## src/rtl/irq_arbiter.sv

```systemverilog
// Machine-mode interrupt arbiter: picks the highest-priority eligible interrupt,
// offers it to the pipeline with a registered cause/target, and cools down after each ack.
module irq_arbiter (
  input  logic        clk,
  input  logic        rst,
  input  logic [31:0] mip,
  input  logic [31:0] mie,
  input  logic        mstatus_mie,
  input  logic [31:0] mtvec,
  input  logic        irq_ack,
  output logic        irq_req,
  output logic [31:0] irq_cause,
  output logic [31:0] irq_target
);

  typedef enum logic [1:0] {IDLE, OFFER, COOL} state_e;

  // Bits 11,9,8,7,5,4,3,1,0 are the only implemented interrupt sources.
  localparam logic [31:0] IRQ_MASK = 32'h0000_0BBB;

  state_e      state_q;
  logic [3:0]  code_q;
  logic        req_q;
  logic [31:0] cause_q;
  logic [31:0] target_q;

  logic [31:0] eligible;
  logic        any_elig;
  logic [3:0]  sel_code;
  logic [31:0] cause_d;
  logic [31:0] target_d;

  function automatic logic [3:0] prio_code(input logic [31:0] e);
    if      (e[11]) prio_code = 4'd11;
    else if (e[3])  prio_code = 4'd3;
    else if (e[7])  prio_code = 4'd7;
    else if (e[9])  prio_code = 4'd9;
    else if (e[1])  prio_code = 4'd1;
    else if (e[5])  prio_code = 4'd5;
    else if (e[8])  prio_code = 4'd8;
    else if (e[0])  prio_code = 4'd0;
    else            prio_code = 4'd4;
  endfunction

  always_comb begin
    eligible = mip & mie & {32{mstatus_mie}} & IRQ_MASK;
    any_elig = |eligible;
    sel_code = prio_code(eligible);
    cause_d  = {1'b1, 27'b0, sel_code};
    target_d = {mtvec[31:2], 2'b00} +
               ((mtvec[1:0] == 2'b01) ? {26'b0, sel_code, 2'b00} : 32'b0);
  end

  always_ff @(posedge clk or posedge rst) begin
    if (rst) begin
      state_q  <= IDLE;
      code_q   <= 4'd0;
      req_q    <= 1'b0;
      cause_q  <= 32'h0;
      target_q <= 32'h0;
    end else begin
      case (state_q)
        IDLE: begin
          if (any_elig) begin
            state_q  <= OFFER;
            code_q   <= sel_code;
            cause_q  <= cause_d;
            target_q <= target_d;
            req_q    <= 1'b1;
          end
        end
        OFFER: begin
          // Ack wins over a simultaneous drop of the offered source.
          if (irq_ack) begin
            state_q <= COOL;
            req_q   <= 1'b0;
          end else if (!eligible[code_q]) begin
            state_q <= IDLE;
            req_q   <= 1'b0;
          end
        end
        COOL: begin
          state_q <= IDLE;
          req_q   <= 1'b0;
        end
        default: begin
          state_q <= IDLE;
          req_q   <= 1'b0;
        end
      endcase
    end
  end

  assign irq_req    = req_q;
  assign irq_cause  = cause_q;
  assign irq_target = target_q;

endmodule

```

## config.mk

```make
export PLATFORM = sky130hd
export DESIGN_NAME = irq_arbiter
export DESIGN_NICKNAME = d
export VERILOG_FILES = /design/src/rtl/irq_arbiter.sv
export SDC_FILE = /design/constraint.sdc
export NUM_CORES = 1
export LEC_CHECK = 0
export ABC_AREA = 1
export BUFFER_PORTS_ARGS = -buffer_cell sky130_fd_sc_hd__buf_2
export CAP_MARGIN = 20
export CORE_ASPECT_RATIO = 0.9
export CORE_MARGIN = 1.5
export CORE_UTILIZATION = 45
export CTS_BUF_LIST = sky130_fd_sc_hd__clkbuf_4
export DETAILED_ROUTE_END_ITERATION = 10
export PLACE_DENSITY = 0.9
export REMOVE_ABC_BUFFERS = 1
export SYNTH_ARGS = -nofsm -noshare
export SYNTH_HDL_FRONTEND = slang
export SYNTH_SLANG_ARGS = --single-unit
```

## constraint.sdc

```tcl
create_clock -name clk -period 1.67 [get_ports clk]
set_input_delay 0.334 -clock clk [delete_from_list [all_inputs] [get_ports clk]]
set_output_delay 0.334 -clock clk [all_outputs]
set_load 0.01 [all_outputs]
```

==> results.toml, run 1 <==
[synthesis]
ys_ff_latch = 37
netlist_instances = 445
seq_area_frac_synth = 0.323
syn_area_per_cell_um2 = 6.44
ys_types = 30
synth_area_mm2 = 0.00287
synth_warnings = 0

[cells_and_area]
fillers = 484
diodes = 0
layout_common_cells = "nand2_1 (163), buf_2 (78), nor2_1 (38), dfrtp_1 (37), buf_4 (34)"
syn_to_final_growth_pct = 45.7
fin_util = 0.679
num-nets-final = 677
regArea_um2 = 926
final_cells = 659
finalInstanceArea_mm2 = 0.00418
layout-drive-gt1-share = 0.367
multiInputGateArea_mm2 = 0.00209
layout_commonest_cell = "nand2_1"

[run]
maxCapViolations = 0

[floorplanning]
core_mm2 = 0.00615
die_w_um = 87.1
die-area_mm2 = 0.00686
fp-row-count = 27
initial_core_util = 0.466
die_h_um = 78.7
io_pins = 165

[run_status]
violations = "setup timing"
status = "finished, violations left"

[timing]
max_freq_mhz = 467
skew_ns = 0.00823
report.final.slew_viol_count = 0
hold_violations = 0
setup_violations = 28
fin_ws_ns = -0.470
final.period_utilization = 1.28
rsz0062_at_grt = "true"
layout_min_cycle_time_ns = 2.14
tns_ns = -7.58

[drt]
routed_via_density = 5.79
vias = 3813
drt_iter0_drc = 697
postRouteAntennaNets = 0
wire_per_inst_um = 18.8
totalWireLength_mm = 12.4
drc_errors = 0
drt_first_pass_iters = 7

[grt]
grt_pass1_vias = 3434
grt_overflow = 0
antenna_found_initial = 0
grt_start_max_net_pins = 38
track_usage = 0.298
grt_pass1_wl_mm = 15.9

[clock_network]
cts_root_buf = "clkbuf_4"
clk_path_buf_depth = 2
clk_pin_slew_worst_paths_ns = 0.11
cts-htree-levels = 2
cts_sinks = 37
clk_latency_ns = 0.37
cts_tree = "done"
cts_buffers = 5

[pwr]
ir_drop_mv = 0.472
power_density_mw_per_mm2 = 1060
power_leakage_nw = 2.26

[critical_path]
critPathCaptureType = "flip-flop"
arrival_ns = 2.45
cp_max_fo = 5
required_ns = 1.98
r2r.worst_path.cells = 8
crit_type = "in -> reg"
rrSetupSlack_ns = 0.31
worstReg2RegEnd = "irq_req$_DFFE_PP0P_"
rr_startpoint = "code_q[1]$_DFFE_PP0P_"
start_kind = "input pin"

[place]
placed_area_mm2 = 0.00345
dp_hpwl_mm = 6.24
routabilityCongestion = 0.914
numPortBuffers = 89
post-place-cells = 638

[hold_path]
hp-class = "in -> async"
==> synth_stat cells, drive strengths merged <==
cell type	n	share of area
a21boi	1	0.0026
a21oi	2	0.0035
and3	1	0.0022
buf	36	0.097
clkinv	1	0.0013
conb	1	0.0013
dfrtp	37	0.32
fa	1	0.0070
ha	4	0.017
inv	36	0.048
nand2	190	0.25
nand3	49	0.091
nand3b	6	0.016
nand4	2	0.0044
nor2	50	0.068
nor3	2	0.0052
o21ai	14	0.024
o21bai	1	0.0026
or2	1	0.0022
xnor2	6	0.018
xor2	4	0.012
==> worst max path at each step <==
stage	to	cells past startpoint	startpoint	slack, ns
after detailed placement	irq_target[22]$_DFFE_PP0P_	19	mstatus_mie	-0.87
final	irq_target[19]$_DFFE_PP0P_	18	mip[5]	-0.47
after global placement	irq_target[14]$_DFFE_PP0P_	15	mstatus_mie	-0.71
after CTS	irq_target[6]$_DFFE_PP0P_	13	mstatus_mie	-0.17
after global routing	irq_target[19]$_DFFE_PP0P_	18	mip[5]	-0.61
after floorplan	irq_target[26]$_DFFE_PP0P_	14	mie[11]	-0.55
==> state kept, by name, indices dropped and copies added (netlist names) <==
name	count
irq_target	30
state_q	1
irq_cause	2
irq_req	1
code_q	3
==> critical path, cell delays in order <==
cell	delay, ns
buf_6	0.10
nand3_4	0.12
nand2_2	0.07
o21ai_2	0.18
a21oi_2	0.11
nor2_2	0.23
ha_4	0.24
nand2_4	0.10
nor2_4	0.17
buf_6	0.12
nand2_1	0.04
nor2_1	0.16
nand2_1	0.13
nand2_1	0.10
nand2_1	0.07
nand2_1	0.07
nand2_1	0.05
nand2_1	0.06
==> power by group <==
| part | internal (W) | switching, W |
|---|---|---|
| clock | 0.000169 | 0.000316 |
| combinational | 0.000895 | 0.00143 |
| sequential | 0.00132 | 0.000289 |
| total | 0.00238 | 0.00204 |
==> repair_timing <==
item,CTS,global route
cloned,1,0
buffers inserted,11,5
endpoints found under the hold margin,0,0
resized for setup,62,57
hold buffers,0,0
setup endpoints to repair,27,27
pin swaps,20,33
==> metrics by stage <==
step	setup WS [ns]	power [W]	hold WS [ns]
floorplan	-0.552	0.00268	0.461
global placement	-0.712	0.00351	0.442
detailed placement	-0.874	0.00359	0.452
CTS	-0.167	0.00413	0.0893
global route	-0.611	0.00469	0.102
finish	-0.470	0.00442	0.0513
==> cells by family (layout without fill, tap and decap cells) <==
family / Yosys count / count (layout) / share of synthesized area
simple gates: 301 / 301 / 0.441
buf+inv: 73 / 172 / 0.146
flops: 37 / 37 / 0.323
compound gates: 18 / 18 / 0.0332
xor+xnor: 10 / 10 / 0.0306
fa+ha+maj: 5 / 5 / 0.0245
other cells: 1 / 29 / 0.00131
==> layout make-up <==
| cell class | count | share of cell area |
|---|---|---|
| Clock inverter | 1 | 0.000899 |
| Timing Repair Buffer | 128 | 0.206 |
| Inverter | 37 | 0.0342 |
| Sequential cell | 37 | 0.222 |
| Tap cell | 87 | 0.0261 |
| Multi-Input combinational cell | 363 | 0.500 |
| Clock buffer | 6 | 0.0108 |
==> layer usage <==
layer  vias to the layer above  routed length (µm)  track usage  part of all wire
met1                      1694                4250        0.351              0.34
met3                       134                1660       0.0790              0.13
met2                       397                5400        0.479              0.44
li1                       1588                   -            -                 -
met5                         -                   0            0                 0
met4                         0                1060        0.190             0.086
(Power assumes the default switching activity.)
==> run 2: changes to the inputs <==
Settings changed: CORE_MARGIN 1.5 to default, CORE_UTILIZATION 45 to 49, GPL_TIMING_DRIVEN from default to 0, PLACE_DENSITY 0.9 to 0.95.
==> results.toml, run 2 (same netlist as run 1, synthesis figures left out) <==
[timing]
setup_violations = 27
tightest_slew_ns = 0.843
report.final.slew_viol_count = 0
fin_ws_ns = -0.296
rsz0062_at_grt = "true"
maxSlewHeadroom = 0.437
max_freq_mhz = 509
skew_ns = 0.00591
final.period_utilization = 1.18
hold_violations = 0
layout_min_cycle_time_ns = 1.97

[pwr]
ir_drop_mv = 1.03
p_total_w = 0.00425
power_leakage_nw = 2.14
power_density_mw_per_mm2 = 1070

[floorplanning]
die_w_um = 82.6
core_mm2 = 0.00566
die_h_um = 74.5
initial_core_util = 0.506
die-area_mm2 = 0.00616
fp-row-count = 26
io_pins = 165

[place]
post-place-ws_ns = -1.07
dp_hpwl_mm = 5.91
routabilityCongestion = 0.893
post-place-cells = 597
numPortBuffers = 89

[drt]
routed_via_density = 5.68
wire_per_inst_um = 17.2
drt_first_pass_iters = 7
totalWireLength_mm = 10.8
drt_iter0_drc = 459
drc_errors = 0
vias = 3564
postRouteAntennaNets = 0

[cells_and_area]
num-nets-final = 662
syn_to_final_growth_pct = 38.3
diodes = 0
final_cells = 627
layout-drive-gt1-share = 0.346
layout_commonest_cell = "nand2_1"
largest_reg_flops = 30
layout_common_cells = "nand2_1 (167), buf_2 (86), nor2_1 (37), dfrtp_1 (37), nand3_1 (31)"

[critical_path]
slowest_stage = "fa_2"
cp_cell_sequence = "buf_12, nand3_4, nand3_2, nor2_4, nor2_2, ha_2, fa_2, inv_4, nor2_2, nor2_4, nor2_4, buf_6, xnor2_2, o21ai_1"
required_ns = 1.94
arrival_ns = 2.23
crit_buf_inv = 3
slowest_delay_ns = 0.38
critPathTopFamily = "simple AND/OR/NAND/NOR gates"
start_kind = "input pin"
cp_max_fo = 5
crit_type = "in -> reg"
critPathCaptureType = "flip-flop"
worst_path_most_repeated_cell = "nor2_4"

[grt]
grt_overflow = 0
grt_start_max_net_pins = 46
grt_pass1_vias = 3010
grt_pass1_wl_mm = 13.8
track_usage = 0.302
antenna_found_initial = 0

[clock_network]
cts_root_buf = "clkbuf_4"
cts_tree = "done"
clk_path_buf_depth = 2
cts-htree-levels = 2
clk_latency_ns = 0.34
clk_pin_slew_worst_paths_ns = 0.11
cts_sinks = 37
cts_buffers = 5

[hold_path]
hp-class = "in -> async"

[run]
maxCapViolations = 0

[run_status]
status = "finished, violations left"
violations = "setup timing"
## run 2: changes by cell type in the layout (fill, tap and decap cells not counted), sizes merged
| cell | before | now |
|---|---|---|
| clkinv | 2 | 1 |
| buf | 128 | 113 |
| inv | 36 | 37 |
## run 2: report_power, final
group	leakage (nW)	internal (W)	total (W)	switching (W)
combinational	1.66	0.000797	0.00218	0.00139
sequential	0.453	0.00132	0.00159	0.000278
clock	0.0292	0.000169	0.000469	0.000300
## run 2: worst register-to-register path, delay by kind of cell, from the launching register on
kind          cells  cell delay (ns)
buf+inv           1             0.35
simple gates      4             0.75
flops             1             0.42
## run 2: repair_timing
item / 4_1_cts / 5_1_grt
gates resized for setup: 58 / 48
setup endpoints to repair: 29 / 29
hold endpoints to repair: 0 / 0
cloned: 1 / 0
setup buffers: 9 / 14
hold buffers: 0 / 0
pin swaps: 18 / 37
## run 2: area by class of cell
| type | count | area [µm²] |
|---|---|---|
| Multi-Input combinational cell | 363 | 2030 |
| Inverter | 37 | 144 |
| Tap cell | 70 | 87.6 |
| Fill cell | 453 | 1700 |
| Timing Repair Buffer | 113 | 721 |
| Clock inverter | 1 | 3.75 |
| Clock buffer | 6 | 45.0 |
| Sequential cell | 37 | 926 |
## run 2: path summary, 6_finish.rpt
kind / slack (ns) / to / cells past startpoint / from
worst max-delay path: -0.30 / irq_target[10]$_DFFE_PP0P_ / 14 / mstatus_mie
worst min-delay path: 0.14 / irq_target[3]$_DFFE_PP0P_ / 2 / rst
worst max register to register: 0.11 / irq_target[21]$_DFFE_PP0P_ / 5 / irq_req$_DFFE_PP0P_
worst min register to register: 0.47 / irq_target[24]$_DFFE_PP0P_ / 2 / irq_target[24]$_DFFE_PP0P_
max in group asynchronous: 0.95 / irq_target[21]$_DFFE_PP0P_ / 3 / rst
min in group clk: 0.22 / state_q[1]$_DFFE_PP0P_ / 3 / irq_ack
## run 2: metal layers
metal,GRT usage,vias up,wire [µm]
met5,0,-,0
met4,0.186,0,899
met3,0.0601,100,1250
met2,0.495,333,4780
met1,0.367,1581,3840
li1,-,1550,-
## run 2: stage by stage
stage	hold WS (ns)	setup TNS, ns	cell area [µm²]	util
2_1_floorplan	0.461	-9.20	2690	-
6_report	0.143	-4.83	3960	0.700
4_1_cts	0.146	-2.85	3640	0.643
5_1_grt	0.194	-6.79	3960	0.700
3_5_place_dp	0.456	-25.26	3250	0.575
3_3_place_gp	0.445	-21.82	3230	0.570
